$ cat src/rtl/fifo_wr_arbiter.sv
// fifo_wr_arbiter: round-robin burst arbiter that shares one FIFO write
// port among N_REQ producers on the write clock domain.
module fifo_wr_arbiter #(
  parameter int N_REQ      = 4,
  parameter int DATA_WIDTH = 8,
  parameter int MAX_BURST  = 4,
  parameter int ID_WIDTH   = $clog2(N_REQ)
) (
  input  logic                        CLK,
  input  logic                        rst,
  input  logic [N_REQ-1:0]            Req,
  input  logic [N_REQ*DATA_WIDTH-1:0] DATA_IN,
  input  logic                        Full,
  output logic [N_REQ-1:0]            Ack,
  output logic                        Wr_Req,
  output logic [DATA_WIDTH-1:0]       WR_DATA,
  output logic [ID_WIDTH-1:0]         Grant_ID,
  output logic                        Busy
);

  localparam int CW = $clog2(MAX_BURST+1);

  typedef enum logic {IDLE, GRANT} state_t;

  state_t              state, state_d;
  logic [ID_WIDTH-1:0] gid_d;
  logic [ID_WIDTH-1:0] ptr, ptr_d;
  logic [ID_WIDTH-1:0] sel_id, sel_nxt;
  logic [CW-1:0]       burst_cnt, cnt_d;
  logic                sel_vld;
  logic                hold_req;
  logic                xfer;
  logic                last;
  logic [DATA_WIDTH-1:0] words [N_REQ];

  // first requester at or after p, wrapping; MSB flags a hit
  function automatic logic [ID_WIDTH:0] rr_pick(
    input logic [N_REQ-1:0]    r,
    input logic [ID_WIDTH-1:0] p
  );
    logic [ID_WIDTH:0] res;
    int j;
    res = '0;
    for (int k = N_REQ-1; k >= 0; k--) begin
      j = int'(p) + k;
      if (j >= N_REQ) j -= N_REQ;
      if (r[ID_WIDTH'(j)]) res = {1'b1, ID_WIDTH'(j)};
    end
    return res;
  endfunction

  always_comb begin
    {sel_vld, sel_id} = rr_pick(Req, ptr);
    sel_nxt = (sel_id == ID_WIDTH'(N_REQ-1))
            ? '0 : sel_id + 1'b1;
  end

  always_comb begin
    for (int i = 0; i < N_REQ; i++)
      words[i] = DATA_IN[i*DATA_WIDTH +: DATA_WIDTH];
  end

  assign Busy     = (state == GRANT);
  assign hold_req = Req[Grant_ID];
  assign xfer     = Busy && hold_req && !Full;
  assign last     = xfer && (burst_cnt == CW'(MAX_BURST-1));
  assign Wr_Req   = xfer;
  assign WR_DATA  = Busy ? words[Grant_ID] : '0;

  always_comb begin
    Ack = '0;
    Ack[Grant_ID] = xfer;
  end

  always_comb begin
    state_d = state;
    gid_d   = Grant_ID;
    cnt_d   = burst_cnt;
    ptr_d   = ptr;
    unique case (state)
      IDLE: begin
        if (sel_vld) begin
          state_d = GRANT;
          gid_d   = sel_id;
          cnt_d   = '0;
          ptr_d   = sel_nxt;
        end
      end
      GRANT: begin
        if (xfer) cnt_d = burst_cnt + 1'b1;
        // re-arbitrate on the exit edge so bursts chain with no bubble
        if (last || !hold_req) begin
          if (sel_vld) begin
            gid_d = sel_id;
            cnt_d = '0;
            ptr_d = sel_nxt;
          end else begin
            state_d = IDLE;
          end
        end
      end
      default: state_d = IDLE;
    endcase
  end

  always_ff @(posedge CLK or posedge rst) begin
    if (rst) begin
      state     <= IDLE;
      Grant_ID  <= '0;
      burst_cnt <= '0;
      ptr       <= '0;
    end else begin
      state     <= state_d;
      Grant_ID  <= gid_d;
      burst_cnt <= cnt_d;
      ptr       <= ptr_d;
    end
  end

endmodule

$ cat config.mk
export PLATFORM = sky130hd
export DESIGN_NAME = fifo_wr_arbiter
export DESIGN_NICKNAME = d
export VERILOG_FILES = /design/src/rtl/fifo_wr_arbiter.sv
export SDC_FILE = /design/constraint.sdc
export NUM_CORES = 1
export LEC_CHECK = 0
export CAP_MARGIN = 30
export CORE_ASPECT_RATIO = 1.1
export CORE_MARGIN = 3
export CORE_UTILIZATION = 30
export CTS_CLUSTER_SIZE = 16
export DETAILED_ROUTE_END_ITERATION = 7
export PLACE_DENSITY = 0.79
export RECOVER_POWER = 50
export SYNTH_ARGS = -nofsm -noshare
export SYNTH_HDL_FRONTEND = slang
export SYNTH_SLANG_ARGS = --single-unit
$ cat constraint.sdc
create_clock -name CLK -period 1.7 [get_ports CLK]
set_clock_uncertainty 0.15 [all_clocks]
set_input_delay 0.34 -clock CLK [delete_from_list [all_inputs] [get_ports CLK]]
set_output_delay 0.34 -clock CLK [all_outputs]
set_load 0.02 [all_outputs]
==> results.toml <==
[status]
outcome = "finished, violations left"
failed_checks = "negative setup slack"

[timing]
hold_viol = 0
finalCriticalPeriod_ns = 2.11
slew_violations = 0
holdWs_ns = 0.293
period_share_pct = 124
max_clock_freq_mhz = 473
grt_setup_unrepaired = "true"
layout_setup_ws_ns = -0.413
tightest_slew_ns = 0.321
setup_viol = 19
relSlewSlack_pct = 78.6
setup_tns_ns = -5.90

[pwr]
power_density_nw_per_um2 = 1490
p_leak_nw = 0.773
power_mw = 2.68
vdd_ir_drop_max_mv = 1.12

[global_routing]
global_route.usage.met2_pct = 30.9
gr-total-overflow = 0
grt.busiest_layer = "met2"
grt_pass1_vias = 1028
grt_max_degree = 10
grt_usage_pct = 17.7
grt_pass1_wl_um = 5020
grt_use_met1_pct = 20.5
grt_util_met3_pct = 4.34
antenna_found_initial = 0

[logic_synthesis]
ys_seq_elements = 8
synth_cell_types = 30
synthTopCellsByArea = "dfrtp_1, mux4_2, and2_1"
ys_top_cells_by_count = "and2_1, dfrtp_1, inv_1, mux4_2"
seq_area_frac_synth_pct = 22.9
syn_area_um2 = 875
netlist_instances = 87
synthesis.nets = 128
synth_edf_count = 0
ys_warn_count = 0
avgSynthCellArea_um2 = 10.1
yosysTopAreaCell = "dfrtp_1"
netlist.area_leader.share_pct = 22.9
ys.flop_type = "dfrtp_1"
synthArstFlopShare_pct = 100

[finish]
stdcell_area_um2 = 1800
antenna-diode-count = 0
multiInputGateArea_um2 = 722
drive_above_1_share_pct = 49.1
utilization_pct = 68.2
final-seq-area_um2 = 204
finalNonFillerCells = 196
fillers = 194
final_nets = 207
areaGrowthSynthToFinish_pct = 106

[critical_path]
crit_required_ns = 1.21
start_kind = "flip-flop"
r2r-end = "Grant_ID[0]$_DFFE_PP0P_"
worstSetupEndpointType = "output pin"
crit_type = "reg2out"
worstPathMaxFanout = 5
crit_start = "Grant_ID[0]$_DFFE_PP0P_"
cp_data_arrival_time_ns = 1.62
ff2ff_path_depth = 7
rrSetupSlack_ns = -0.26
timing.rr.start = "Grant_ID[1]$_DFFE_PP0P_"

[clock_tree]
h-tree-depth = 1
cts_buffers = 3
clock_latency_ns = 0.28
root_buffer = "clkbuf_4"
cts_hold_buffers = 0
clk_path_buf_depth = 2
cts.sinks = 8
cts_tree = "done"
path_clk_slew_ns = 0.07

[route]
drt-total-wl_um = 3120
drt_iter0_markers = 32
vias = 1020
wl_per_cell_um = 15.9
ant_nets = 0
drcViolationCount = 0
viasPerCell = 5.20
drt_first_pass_iters = 5

[min_path]
hold_class = "in2async"

[floorplanning]
die_h_um = 62.6
core-area_um2 = 2640
dieArea_um2 = 3600
rows = 19
start_util_pct = 33.1
ios = 55
die_x_um = 57.5

[placement]
place_area_um2 = 1650
dp.cells = 187
io_buffers = 54
place_congestion = 0.834
place_ws_ns = -0.841
dp_hpwl_um = 2480

[job]
cap_viol_max_count = 0
what timing repair did:
item | 4_1_cts | 5_1_grt
setup buffers | 2 | 5
pin swaps | 11 | 4
gates resized for setup | 98 | 11
setup endpoints to repair | 22 | 22
gates cloned | 0 | 0
endpoints found under the hold margin | 0 | 0
flip-flops by register name, summed over array words and instances, names as in the netlist:
name,flops
Busy,1
Grant_ID,2
burst_cnt,3
ptr,2
layout make-up:
class	instances	area share (%)
tap	31	2.16
multi-input combinational	66	40.1
sequential	8	11.3
inverter	8	1.81
clock buffer	4	1.46
timing repair buffer	79	43.1
worst max-delay path, stage by stage (launching register included):
cell	delay, ns
dfrtp_2	0.43
buf_12	0.14
mux4_2	0.50
and2_4	0.16
buf_6	0.12
cell families after synthesis:
| kind of cell | Yosys count | synth area share [%] |
|---|---|---|
| compound gates | 17 | 16.7 |
| simple gates | 34 | 23.7 |
| mux | 13 | 27.5 |
| fa+ha+maj | 2 | 2.86 |
| flops | 8 | 22.9 |
| buf+inv | 13 | 6.29 |
worst max-delay path by stage:
stage,cells past startpoint,end,slack [ns]
after floorplan,4,WR_DATA[2],-0.16
after CTS,4,WR_DATA[4],-0.44
after detailed placement,7,Ack[1],-0.84
final,4,WR_DATA[4],-0.41
after global routing,4,WR_DATA[3],-0.45
after global placement,7,Ack[3],-0.81
layout by cell type, fill, tap and decap left out, types with 3 or more instances in the layout:
| cell | count |
|---|---|
| a21oi_1 | 4 |
| and2_4 | 8 |
| buf_4 | 18 |
| buf_6 | 20 |
| clkbuf_4 | 3 |
| clkdlybuf4s50_1 | 33 |
| dfrtp_1 | 5 |
| dfrtp_2 | 3 |
| dlygate4sd2_1 | 4 |
| inv_1 | 7 |
| mux4_2 | 8 |
| nand2_1 | 4 |
| nand2b_1 | 5 |
| nor2_1 | 5 |
power breakdown:
group | total [mW] | switching [mW] | internal [mW]
logic | 2.12 | 0.863 | 1.26
registers | 0.382 | 0.113 | 0.269
clock network | 0.176 | 0.0848 | 0.0908
routing by layer:
metal	routed length (um)	up-vias
met4	68	0
met3	311	7
met1	1240	471
li1	-	478
met5	0	-
met2	1510	64
Note: power is estimated with default switching activity, not from simulation.
==> patch, RTL diff (same settings) <==
Set the parameter `MAX_BURST` to 8 (it was 4).
--- a/src/rtl/fifo_wr_arbiter.sv
+++ b/src/rtl/fifo_wr_arbiter.sv
@@ -4,5 +4,5 @@
   parameter int N_REQ      = 4,
   parameter int DATA_WIDTH = 8,
-  parameter int MAX_BURST  = 4,
+  parameter int MAX_BURST  = 8,
   parameter int ID_WIDTH   = $clog2(N_REQ)
 ) (
Check against the original RTL: not equivalent (Yosys sat finds a counterexample within 10 cycles, from zero or initial values and one cycle with rst high).
==> patch against the unedited design <==
Sequential share of layout area up 0.94 points. Total power is 3.5% lower. Register-to-register slack got worse by 0.04 ns. Sequential cell count grew 1. First-iteration DRC count grew 13%. Design area grew 2.5%. The run still ends with negative setup slack left. Critical path depth did not move. Synthesized cell count down 3.4%. Routed wire length up 3.5%. Setup slack improved by 0.023 ns. Via count increased by 3.7%. Largest cell class unchanged. Utilization down 2.4 points. Area after synthesis grew 2.3%.
==> patch: results <==
metrics = {
    "run_status": {
        "status": "finished, violations left",
        "violations": "negative setup slack",
    },
    "timing": {
        "holdWs_ns": 0.321,
        "worst_slew_pin_slew_ns": 0.367,
        "setup_viol": 21,
        "layout_setup_ws_ns": -0.391,
        "tns_ns": -5.99,
    },
    "final_layout": {
        "reg_top3": "burst_cnt: 4 flops, Grant_ID: 2 flops, ptr: 2 flops",
        "layout.nonclk_buf_frac": 0.435,
        "clk_share": 0.0142,
        "register_area_um2": 226,
        "buffers": 84,
        "n_all_inverters": 7,
        "nets": 209,
    },
    "grt": {
        "grtUsageTotal": 0.171,
    },
    "detailed_routing": {
        "route.layer.met1.wl_um": 1240,
        "dr.pass1.iters": 4,
        "wl_met2_um": 1720,
        "vias": 1058,
        "post_drt_wl_per_cell_um": 16.1,
    },
    "placed_design": {
        "dpl.cell_count": 190,
        "dpl_cell_area_um2": 1660,
        "dp_hpwl_um": 2460,
    },
    "pwr": {
        "peakVddDrop_mv": 0.904,
    },
    "setup_path": {
        "rrSetupSlack_ns": -0.30,
        "critPathArrivalTime_ns": 1.60,
        "critPathCapture": "WR_DATA[1]",
    },
    "synthesis": {
        "synth-compound-area-share": 0.183,
        "synthesis.nets": 124,
        "ys_ff_latch": 9,
        "synth.top_cells.by_area": "dfrtp_1, mux4_2, mux4_1",
        "synth_seq_area_share": 0.252,
        "muxShareOfSynthArea": 0.284,
    },
    "floorplanning": {
        "coreArea_um2": 2800,
    },
}
## patch: changes by cell type after synthesis, moves of 3 or more
cell and delta:
buf_2 -4, nor3_1 -3, a21oi_1 -3, nand2b_1 -5
mux4_1 +3
## patch: layer usage
metal,GRT usage,vias to the layer above
met2,0.315,53
met5,0,-
met3,0.0307,4
met4,0.0493,0
li1,-,494
met1,0.196,507
## patch: critical path: stages, from the launching register on
cell and delay, ns:
dfrtp_2 0.39, buf_4 0.13, mux4_2 0.50, and2_4 0.17
buf_4 0.15
## patch: power by group
group          internal (W)  switching (W)  total [W]
clock network     0.0000909      0.0000854   0.000176
logic               0.00121       0.000840    0.00205
registers          0.000287      0.0000784   0.000365
## patch: repair_timing
item                       4_1_cts  5_1_grt
buffers inserted                 7        2
setup endpoints to repair       24       22
gates cloned                     0        0
pin swaps                       13       10
resized for setup              104       11
hold endpoints to repair         0        0
